--- config.mk ---
export PLATFORM = sky130hd
export DESIGN_NAME = rat_intr_ctrl
export DESIGN_NICKNAME = d
export VERILOG_FILES = /design/src/rtl/rat_intc_pkg.sv /design/src/rtl/rat_intc_prio_enc.sv /design/src/rtl/rat_intr_ctrl.sv
export SDC_FILE = /design/constraint.sdc
export NUM_CORES = 1
export LEC_CHECK = 0
export CAP_MARGIN = 30
export CORE_AREA = 2 2 63 65
export DETAILED_ROUTE_END_ITERATION = 10
export DIE_AREA = 0 0 65 67
export PLACE_DENSITY = 0.72
export SLEW_MARGIN = 20
export SYNTH_ARGS = -nofsm -noshare
export SYNTH_HDL_FRONTEND = slang
export SYNTH_HIERARCHICAL = 1
export SYNTH_SLANG_ARGS = --single-unit
--- constraint.sdc ---
create_clock -name i_clk -period 2.5 [get_ports i_clk]
set_input_delay 0.75 -clock i_clk [delete_from_list [all_inputs] [get_ports i_clk]]
set_output_delay 0.75 -clock i_clk [all_outputs]
set_load 0.03 [all_outputs]
--- src/rtl/rat_intc_pkg.sv ---
// rat_intc_pkg: shared types and default IO port ids for the RAT interrupt controller
package rat_intc_pkg;
  typedef enum logic [1:0] {IDLE, ASSERT, SERVICE} intc_state_t;
  localparam int ID_W = 3;
  localparam logic [7:0] MASK_PORT_D = 8'hF0;
  localparam logic [7:0] PEND_PORT_D = 8'hF1;
  localparam logic [7:0] STAT_PORT_D = 8'hF2;
  localparam logic [7:0] EOI_PORT_D  = 8'hF3;
endpackage

--- src/rtl/rat_intc_prio_enc.sv ---
// rat_intc_prio_enc: lowest set index of eligible wins; source 0 is highest priority
module rat_intc_prio_enc
  import rat_intc_pkg::*;
#(
  parameter int N_SRC = 8
) (
  input  logic [N_SRC-1:0] i_eligible,
  output logic             o_valid,
  output logic [ID_W-1:0]  o_id
);
  always_comb begin
    o_id = '0;
    for (int i = N_SRC - 1; i >= 0; i--)
      if (i_eligible[i]) o_id = ID_W'(i);
  end
  assign o_valid = |i_eligible;
endmodule

--- src/rtl/rat_intr_ctrl.sv ---
// rat_intr_ctrl: latches, masks and prioritises IRQ edges, pulses INTR and holds
// the dispatched source in service until software writes end-of-interrupt.
module rat_intr_ctrl
  import rat_intc_pkg::*;
#(
  parameter int         N_SRC      = 8,
  parameter logic [7:0] MASK_PORT  = MASK_PORT_D,
  parameter logic [7:0] PEND_PORT  = PEND_PORT_D,
  parameter logic [7:0] STAT_PORT  = STAT_PORT_D,
  parameter logic [7:0] EOI_PORT   = EOI_PORT_D,
  parameter int         INTR_PULSE = 2
) (
  input  logic             i_clk,
  input  logic             i_reset,
  input  logic [N_SRC-1:0] i_irq,
  input  logic [7:0]       i_port_id,
  input  logic [7:0]       i_out_port,
  input  logic             i_io_strb,
  output logic [7:0]       o_rd_data,
  output logic             o_rd_hit,
  output logic             o_intr,
  output logic             o_in_svc
);
  localparam int CNT_W = INTR_PULSE > 1 ? $clog2(INTR_PULSE) : 1;
  logic [N_SRC-1:0] r_irq_q, r_mask, r_pend, w_rise, w_elig, w_clr;
  logic             w_valid, w_wr_mask, w_eoi;
  logic [ID_W-1:0]  w_win, r_cur_id, w_cur_n;
  intc_state_t      r_state, w_state_n;
  logic [CNT_W-1:0] r_cnt, w_cnt_n;
  logic             r_intr, w_intr_n, r_in_svc, w_svc_n;
  assign w_rise    = i_irq & ~r_irq_q;
  assign w_elig    = r_pend & r_mask;
  assign w_wr_mask = i_io_strb && i_port_id == MASK_PORT;
  assign w_eoi     = i_io_strb && i_port_id == EOI_PORT;
  rat_intc_prio_enc #(.N_SRC(N_SRC)) u_prio (
    .i_eligible(w_elig),
    .o_valid   (w_valid),
    .o_id      (w_win)
  );
  always_comb begin
    w_state_n = r_state;
    w_cnt_n   = r_cnt;
    w_cur_n   = r_cur_id;
    w_intr_n  = r_intr;
    w_svc_n   = r_in_svc;
    w_clr     = '0;
    case (r_state)
      IDLE: if (w_valid) begin
        w_cur_n   = w_win;
        w_cnt_n   = CNT_W'(INTR_PULSE - 1);
        w_intr_n  = 1'b1;
        w_svc_n   = 1'b1;
        w_state_n = ASSERT;
      end
      ASSERT: if (r_cnt == '0) begin
        w_intr_n  = 1'b0;
        w_state_n = SERVICE;
      end else w_cnt_n = r_cnt - 1'b1;
      SERVICE: if (w_eoi) begin
        w_clr     = N_SRC'(1) << r_cur_id;
        w_svc_n   = 1'b0;
        w_state_n = IDLE;
      end
      default: w_state_n = IDLE;
    endcase
  end
  // irq_q tracks the line even in reset so a level already high gives no edge
  always_ff @(posedge i_clk) begin
    r_irq_q <= i_irq;
    if (i_reset) begin
      r_mask   <= '0;
      r_pend   <= '0;
      r_cur_id <= '0;
      r_state  <= IDLE;
      r_cnt    <= '0;
      r_intr   <= 1'b0;
      r_in_svc <= 1'b0;
    end else begin
      if (w_wr_mask) r_mask <= i_out_port[N_SRC-1:0];
      r_pend   <= (r_pend & ~w_clr) | w_rise;
      r_cur_id <= w_cur_n;
      r_state  <= w_state_n;
      r_cnt    <= w_cnt_n;
      r_intr   <= w_intr_n;
      r_in_svc <= w_svc_n;
    end
  end
  assign o_rd_hit  = i_port_id == MASK_PORT || i_port_id == PEND_PORT || i_port_id == STAT_PORT;
  assign o_rd_data = i_port_id == MASK_PORT ? 8'(r_mask) :
                     i_port_id == PEND_PORT ? 8'(r_pend) :
                     i_port_id == STAT_PORT ? {r_in_svc, 4'b0, r_cur_id} : 8'h00;
  assign o_intr    = r_intr;
  assign o_in_svc  = r_in_svc;
endmodule

==> reports/results.tsv <==
metric	value	unit
clock_latency	290	ps
r2r_cells	6	
tritoncts	yes	
synth-seq-area-share	39.6	%
vias	1515	
hold_slack	547	ps
slew_violations	0	
drive_gt1_share	34.2	%
synth_area	0.00162	mm2
synth_cell_types	32	
die_w	65	um
min_to	r_pend[6]$_SDFF_PP0_	
fmax	399	MHz
wl_per_cell	15.3	um
final-hold-violation-count	0	
critPathMaxFanout	5	
violations	setup timing	
ios	38	
critPathMaxStageDelay	350	ps
p_leak	0.943	nW
postRouteAntennaNets	0	
fin_area	0.00247	mm2
hold_path.class	reg -> reg	
critPathMostFrequentCell	buf_6	
synth_top_area_share	39.6	%
yosysMostFrequentCell	dfxtp_1	
synth_flop_cell	dfxtp_1	
relSlewSlack	52.1	%
synth-seq-cells	32	
syn_area_per_cell	9.40	um2
grt_first_pass_wirelength	7.06	mm
cts.sinks	32	
placed_cell_area	0.00219	mm2
p_clk_share	37.6	%
synthTopCellsByCount	dfxtp_1 (32), nor2_1 (21), mux2i_1 (20)	
finClkSkew	7.20	ps
numCtsBuffers	5	
routed_wl	4.24	mm
drt-initial-drc-count	69	
grt_pass1_vias	1454	
async_flop_share	0	%
via_per_inst	5.49	
netlist_top_cells_area	dfxtp_1 (40%), mux2i_1 (12%), or2b_2 (7.0%), nor2b_1 (5.0%), nor2_1 (4.9%)	
synth_cells	172	
timing.rr.end	o_in_svc$_SDFFE_PP0P_	
power.total	1.09	mW
cp-start-kind	input port	
maxCapViolations	0	
crit-reg2reg-launch	r_mask[7]$_SDFFE_PP0P_	
crit_start	i_port_id[2]	
hold_path_depth	2	
power_density	443	mW/mm2
p_sw	0.260	mW
syn-num-nets	199	
portBuffers	37	
synth_edf_count	0	
rsz0062_at_grt	true	
clkSlewWorstSetupHoldPaths	70	ps
die_h	67	um
antenna_found_initial	0	
ir_drop	0.439	mV
worstHoldStart	r_pend[6]$_SDFF_PP0_	
cts_root_buffer	clkbuf_8	
fin_crit_sh	100	%
status	finished with violations	
pwr-share-seq	49.1	%
num_antenna_cells	0	
grt_use_total	21.9	%
critPathSlowestCell	or2_4	
tightest_slew	717	ps
path_cells	buf_6, nand4bb_4, or2_4, nor3_4, buf_6	
crit_required	1750	ps
power_frac_comb	13.3	%
core	0.00361	mm2
nets	254	
p_int	0.833	mW
min_period	2510	ps
rows	22	
finalWorstSetupSlack	-6.14	ps
htree_num_levels	2	
rrSetupSlack	610	ps
area_growth	52.8	%
first_pass_iters	4	
critPathTopFamily	simple AND/OR/NAND/NOR gates	
yosys.area.top_type	dfxtp_1	
fp.dieArea	0.00436	mm2
yosysWarnings	6	
hpwl	2.99	mm
setup_viol	1	
critPathBufInv	2	
switching_share	23.8	%
start_util	44.8	%
crit_type	in -> out	
critPathCaptureType	output port	
clk_path_buf_depth	2	
drc	0	
grt_remaining_overflow	0	
grt_max_degree	21	
arrival	1760	ps
globalplace.congestion	0.839	
## worst max-delay path by stage
stage	to	slack, ps	depth (start not counted)
4_1_cts	o_rd_data[5]	-20	5
3_3_place_gp	o_rd_data[3]	-320	5
3_5_place_dp	o_rd_data[2]	-370	6
2_1_floorplan	o_rd_data[3]	30	4
5_1_grt	o_rd_data[6]	-30	5
6_report	o_rd_data[6]	-6	5
## per-stage QoR
| stage | setup WS (ps) | std cells | util, % | setup TNS (ps) |
|---|---|---|---|---|
| after CTS | -24.3 | 275 | 67.5 | -24.3 |
| after global routing | -26.6 | 276 | 68.5 | -65.2 |
| after global placement | -325 | 262 | 60.7 | -2790 |
| after detailed placement | -375 | 262 | 60.7 | -3140 |
| final | -6.14 | 276 | 68.5 | -6.14 |
| after floorplan | 28.8 | 172 | - | 0 |
## power by group through the flow
stage,registers (mW),clock network (mW),logic (mW)
final,0.537,0.411,0.145
after global routing,0.539,0.444,0.155
after CTS,0.537,0.414,0.140
after detailed placement,0.547,0,0.120
after global placement,0.546,0,0.117
after floorplan,0.543,0,0.0580
## registers in the layout, summed over array words and instances (netlist names)
register,flops
o_in_svc,1
r_irq_q,8
r_cur_id,3
o_intr,1
r_state,2
r_mask,8
r_cnt,1
r_pend,8
## routing by layer
metal	vias up	share of wire, %	global-route usage, %
met5	-	0	0
met4	0	1.7	7.98
met3	7	5.7	4.73
met2	48	50	38.8
met1	738	42	25.9
li1	722	-	-
## timing repair
action | in CTS | in global routing
gates cloned | 2 | 0
buffers inserted | 3 | 1
pin swaps | 5 | 9
endpoints found under the setup margin | 9 | 7
endpoints found under the hold margin | 0 | 0
gates resized for setup | 47 | 8
hold buffers | 0 | 0
## cell type report
cell class	instances	area, um2
fillers	292	1140
multi-input cells	131	1130
flip-flops and latches	32	641
repair buffers	54	532
clock buffers	6	82.6
well taps	48	60.1
inverters	3	11.3
clock inverters	2	10.0
## worst register-to-register path, cell delays in order (launching register included)
cell and delay (ps):
dfxtp_1 420, and2_1 220, nor4_2 70, nand3_1 130
nor3b_1 620, nor2_1 80, a311oi_1 260
## cells in the final DEF (no fill, tap or decap), types with 6 or more instances in the layout
cell             Yosys  routed
buf_6                0      14
o21bai_1             9       9
a31oi_1              8       8
nor2b_1             13      13
buf_4                0      12
mux2i_1             20      15
clkbuf_8             0       6
nor2_1              21      17
clkdlybuf4s50_1      0      20
dfxtp_1             32      32
and2_1               9       9
or2b_2              13      13
## cells by family after synthesis
family	share of synthesized area, %
compound gates	13.9
buf+inv	2.32
flops	39.6
mux	12.4
simple gates	31.8
No activity file was read; power rests on OpenSTA's default activity.
